## src/rtl/pw_access_ctrl.sv

```systemverilog
// Access sequencer in front of the password checker: keypad edge detection,
// attempt framing, timed unlock window, failure counting and lockout.
module pw_access_ctrl #(
   parameter int unsigned Bits          = 4,
   parameter int unsigned DIGITS        = 4,
   parameter int unsigned MAX_FAILS     = 3,
   parameter int unsigned UNLOCK_CYCLES = 50,
   parameter int unsigned LOCK_CYCLES   = 200,
   parameter int unsigned KEY_TIMEOUT   = 100
) (
   input  logic                           clk,
   input  logic                           rst_a,
   input  logic                           key_valid,
   input  logic [Bits-1:0]                key_code,
   output logic                           chk_enable,
   output logic [Bits-1:0]                chk_data,
   output logic                           chk_clr_n,
   input  logic                           chk_pass,
   output logic                           unlock,
   output logic                           locked,
   output logic [$clog2(MAX_FAILS+1)-1:0] fail_count,
   output logic                           attempt_done
);

   localparam int unsigned T_MAX0 = (KEY_TIMEOUT > UNLOCK_CYCLES) ? KEY_TIMEOUT : UNLOCK_CYCLES;
   localparam int unsigned T_MAX  = (T_MAX0 > LOCK_CYCLES) ? T_MAX0 : LOCK_CYCLES;
   localparam int unsigned TW     = $clog2(T_MAX + 1);
   localparam int unsigned DW     = $clog2(DIGITS + 1);
   localparam int unsigned FW     = $clog2(MAX_FAILS + 1);

   localparam logic [TW-1:0] KEY_LAST = TW'(KEY_TIMEOUT - 1);
   localparam logic [TW-1:0] UNL_LAST = TW'(UNLOCK_CYCLES - 1);
   localparam logic [TW-1:0] LCK_LAST = TW'(LOCK_CYCLES - 1);
   localparam logic [TW-1:0] T_SAT    = TW'(T_MAX);
   localparam logic [DW-1:0] D_FULL   = DW'(DIGITS);
   localparam logic [FW-1:0] F_MAX    = FW'(MAX_FAILS);

   typedef enum logic [2:0] {
      CLEAR, IDLE, COLLECT, CHECK1, CHECK2, UNLOCK, FAIL, LOCKOUT
   } state_t;

   state_t          state, state_n;
   logic            key_q, key_rise;
   logic [DW-1:0]   digit_cnt, digit_n;
   logic [TW-1:0]   timer, timer_n;
   logic [FW-1:0]   fail_n;
   logic            to_flag, to_n;
   logic            en_n;
   logic [Bits-1:0] data_n;

   assign key_rise = key_valid & ~key_q;

   always_comb begin
      state_n = state;
      digit_n = digit_cnt;
      timer_n = (timer == T_SAT) ? timer : timer + 1'b1;
      fail_n  = fail_count;
      to_n    = to_flag;
      en_n    = 1'b0;
      data_n  = chk_data;
      unique case (state)
         CLEAR: begin
            state_n = IDLE;
            digit_n = '0;
            timer_n = '0;
            to_n    = 1'b0;
         end
         IDLE: begin
            timer_n = '0;
            if (key_rise) begin
               en_n    = 1'b1;
               data_n  = key_code;
               digit_n = DW'(1);
               state_n = COLLECT;
            end
         end
         COLLECT: begin
            // Digit completion first, then timeout, so a rise on the expiry cycle is dropped
            if (digit_cnt == D_FULL) begin
               state_n = CHECK1;
               timer_n = '0;
            end else if (timer == KEY_LAST) begin
               state_n = FAIL;
               to_n    = 1'b1;
            end else if (key_rise) begin
               en_n    = 1'b1;
               data_n  = key_code;
               digit_n = digit_cnt + 1'b1;
               timer_n = '0;
            end
         end
         CHECK1: state_n = CHECK2;
         CHECK2: begin
            if (chk_pass) begin
               state_n = UNLOCK;
               fail_n  = '0;
               timer_n = '0;
            end else begin
               state_n = FAIL;
            end
         end
         UNLOCK: if (timer == UNL_LAST) state_n = CLEAR;
         FAIL: begin
            fail_n = (fail_count == F_MAX) ? fail_count : fail_count + 1'b1;
            if (fail_n == F_MAX) begin
               state_n = LOCKOUT;
               timer_n = '0;
            end else begin
               state_n = CLEAR;
            end
         end
         LOCKOUT: begin
            if (timer == LCK_LAST) begin
               state_n = CLEAR;
               fail_n  = '0;
            end
         end
      endcase
   end

   always_ff @(posedge clk) begin
      if (!rst_a) begin
         state      <= CLEAR;
         key_q      <= 1'b0;
         digit_cnt  <= '0;
         timer      <= '0;
         fail_count <= '0;
         to_flag    <= 1'b0;
         chk_enable <= 1'b0;
         chk_data   <= '0;
      end else begin
         state      <= state_n;
         key_q      <= key_valid;
         digit_cnt  <= digit_n;
         timer      <= timer_n;
         fail_count <= fail_n;
         to_flag    <= to_n;
         chk_enable <= en_n;
         chk_data   <= data_n;
      end
   end

   // Clear pulse is held off while reset is asserted and fires in the first cycle after release
   assign chk_clr_n    = !((state == CLEAR) && rst_a);
   assign unlock       = (state == UNLOCK);
   assign locked       = (state == LOCKOUT);
   assign attempt_done = (state == CHECK2) || ((state == FAIL) && to_flag);

endmodule

```

## config.mk

```make
export PLATFORM = sky130hd
export DESIGN_NAME = pw_access_ctrl
export DESIGN_NICKNAME = d
export VERILOG_FILES = /design/src/rtl/pw_access_ctrl.sv
export SDC_FILE = /design/constraint.sdc
export NUM_CORES = 1
export LEC_CHECK = 0
export ABC_AREA = 1
export BUFFER_PORTS_ARGS = -buffer_cell sky130_fd_sc_hd__clkbuf_2
export CAP_MARGIN = 25
export CORE_MARGIN = 2
export CORE_UTILIZATION = 42
export DETAILED_ROUTE_END_ITERATION = 10
export PLACE_DENSITY = 0.6
export SLEW_MARGIN = 20
export SYNTH_ARGS = -nofsm -noshare
export SYNTH_HDL_FRONTEND = slang
export SYNTH_SLANG_ARGS = --single-unit
export TNS_END_PERCENT = 10
```

## constraint.sdc

```tcl
create_clock -name clk -period 1.83 [get_ports clk]
set_input_delay 0.0915 -clock clk [delete_from_list [all_inputs] [get_ports clk]]
set_output_delay 0.0915 -clock clk [all_outputs]
set_load 0.03 [all_outputs]
```

==> flow_summary.json <==
{
  "outcome": "complete, no violations",
  "yosys.area.top_type_share_pct": 31.8,
  "cp_slowest_cell": "dfxtp_1",
  "grt_overflow": 0,
  "async_reset_ff_share_pct": 0,
  "critical_path_required_ps": 1740,
  "synth_fa_ha_area_share_pct": 4.31,
  "clock_tree.root_cell": "clkbuf_4",
  "synth_nets": 218,
  "ys_warn_count": 0,
  "drt_wl_total_um": 3030,
  "critical_path.top_delay_family": "flip-flops",
  "post-dp-hpwl_um": 2370,
  "rr_worst_depth": 9,
  "grt_pass1_vias": 1245,
  "critical_path_depth": 5,
  "path_clk_slew_ps": 130,
  "syn_area_per_cell_um2": 7.07,
  "critPathMaxStageDelay_ps": 690,
  "synth_top_cell_by_area": "dfxtp_1",
  "synth_edf_count": 0,
  "synthTopCellsByArea": "dfxtp_1 32%, nand2_1 12%, nor2_1 9.3%, inv_1 5.4%, ha_1 4.3%",
  "synth_xor_area_share_pct": 3.62,
  "avgViaCountPerCell": 4.75,
  "yosys-top-cells-count": "45 x nand2_1, 36 x nor2_1, 23 x dfxtp_1, 21 x inv_1, 8 x nand3_1",
  "grt_max_degree": 13,
  "htreeDepth": 1,
  "area_delta_synth_final_pct": 10.8,
  "power_leakage_nw": 0.723,
  "max_clock_freq_mhz": 590,
  "path_max_fanout": 9,
  "dp_slack_ps": 274,
  "fin_crit_sh_pct": 92.7,
  "wire_per_inst_um": 11.2,
  "setup-tns-final_ps": 0,
  "crit_buf_inv": 2,
  "fp.dieW_um": 62.8,
  "synth_most_common_cell": "nand2_1",
  "hold_path_depth": 3,
  "antenna_cells": 0,
  "min_path_type": "in2reg",
  "peakVddDrop_mv": 0.532,
  "drv_slew": 0,
  "std_cell_rows": 21,
  "syn_inst": 205,
  "nets": 239,
  "yosysSeqAreaShare_pct": 31.8,
  "fin_util_pct": 48.1,
  "synthSimpleGateAreaFrac_pct": 42.4,
  "finalHoldViolCount": 0,
  "synth-compound-area-share_pct": 8.28,
  "synth_ff_type": "dfxtp_1",
  "setup_ws_ps": 134,
  "die_h_um": 62.8,
  "drc": 0,
  "vias": 1286,
  "clock-sinks": 23,
  "power.density_nw_per_um2": 1260,
  "start_util_pct": 43.5,
  "antenna_found_initial": 0,
  "netlist_area_um2": 1450,
  "track_usage_pct": 16.9,
  "crit_top_cell": "nand2_1",
  "ant_nets": 0,
  "rsz0062_at_grt": "false",
  "port_buffers": 18,
  "num_io_pins": 19,
  "clock_skew_ps": 6.44,
  "max-clock-path-buffers": 2,
  "drt_first_iter_violations": 91,
  "coreArea_um2": 3340,
  "max_slew_margin_pct": 63.1,
  "synth_top_family_by_area": "simple AND/OR/NAND/NOR gates",
  "synth_cell_types": 31,
  "drv_cap": 0,
  "ys_ff_latch": 23,
  "yosys-mux-area-fraction_pct": 0,
  "crit_chain": "inv_2 -> nand2_1 -> nor2_1 -> nand2_1 -> clkbuf_2",
  "drive_gt1_share_pct": 22.2,
  "drt_pass1_iterations": 4,
  "grt_pass1_wl_um": 5390,
  "tightest_slew_ps": 552,
  "numCtsBuffers": 3,
  "critPathCaptureType": "output pin",
  "gp_routability_congestion": 0.890,
  "dieArea_um2": 3940,
  "crit_arrival_ps": 1600,
  "cts_tree": "done",
  "crit_path_start_kind": "flip-flop",
  "finalSetupViolCount": 0,
  "period_needed_ps": 1700,
  "crit_type": "reg2out",
  "clock_latency_ps": 310
}
logic make-up after synthesis:
| logic type | after synthesis |
|---|---|
| AO/OA/AOI/OAI | 20 |
| AND/OR/NAND/NOR | 120 |
| XOR/XNOR | 6 |
| adder cells (fa/ha/maj) | 5 |
| flip-flops | 23 |
| buffers and inverters | 31 |
final cells by class:
cell class,count,area (µm²)
inverters,28,113
multi-input cells,151,850
fillers,367,1730
clock buffers,4,26.3
repair buffers,19,100
well taps,46,57.6
flip-flops and latches,23,460
routing by layer:
metal,wire (µm),part of all wire [%],GRT usage (%),vias up
met5,0,0,0,-
met3,121,4.0,1.80,4
met1,1440,47,22.2,569
li1,-,-,-,687
met4,32,1.1,5.28,0
met2,1440,47,29.0,26
worst paths after layout:
check | startpoint | slack, ps | end
setup reg to reg | state[1] | 250 | chk_data[3]
setup / recovery | state[1] | 130 | chk_clr_n
hold reg to reg | chk_data[0] | 500 | chk_data[0]
hold / removal | key_code[3] | 20 | chk_data[3]
where the power goes:
group | total (W) | leakage [nW] | internal [W] | switching (W)
Clock | 0.000238 | 0.0150 | 0.0000850 | 0.000153
Sequential | 0.000742 | 0.187 | 0.000601 | 0.000141
Combinational | 0.00104 | 0.521 | 0.000380 | 0.000660
Total | 0.00202 | 0.723 | 0.00107 | 0.000954
flip-flops by register name, indices dropped and copies added (netlist names):
register	flops
chk_data	4
key_q	1
chk_enable	1
digit_cnt	3
to_flag	1
fail_count	2
state	3
timer	8
per-stage QoR:
step	total power, W	std cells	hold WS (ps)	cell area (µm²)
after floorplan	0.00162	205	185	1450
after global placement	0.00179	266	290	1570
after detailed placement	0.00179	266	293	1570
after CTS	0.00204	271	10.1	1610
after global routing	0.00222	271	53.3	1610
final	0.00202	271	23.7	1610
cells in the final DEF (no fill, tap or decap), types with 2 or more instances in the layout:
master / instances
nand2_1: 45
nor2_1: 36
dfxtp_1: 23
inv_1: 21
clkbuf_2: 18
nand3_1: 8
o21ai_0: 7
a21oi_1: 7
nor3_1: 6
xor2_1: 6
nor2_2: 5
ha_1: 5
inv_2: 4
nand3_2: 4
nand2_2: 4
nand4_1: 3
o21ai_1: 3
clkbuf_4: 3
nor2_4: 2
nand3_4: 2
worst register-to-register path, stage by stage, from the launching register on:
cell and delay (ps):
dfxtp_1 690, inv_2 140, nand3_1 140, nand2_1 80
nand2_1 80, nor2_2 40, nand2_2 120, inv_2 70
nor2_1 90, nor2_1 50
repair_timing:
item / 4_1_cts / 5_1_grt
setup buffers: 0 / 0
hold buffers: 1 / 0
hold endpoints to repair: 1 / 0
resized for setup: 0 / 0
(Power assumes the default switching activity.)
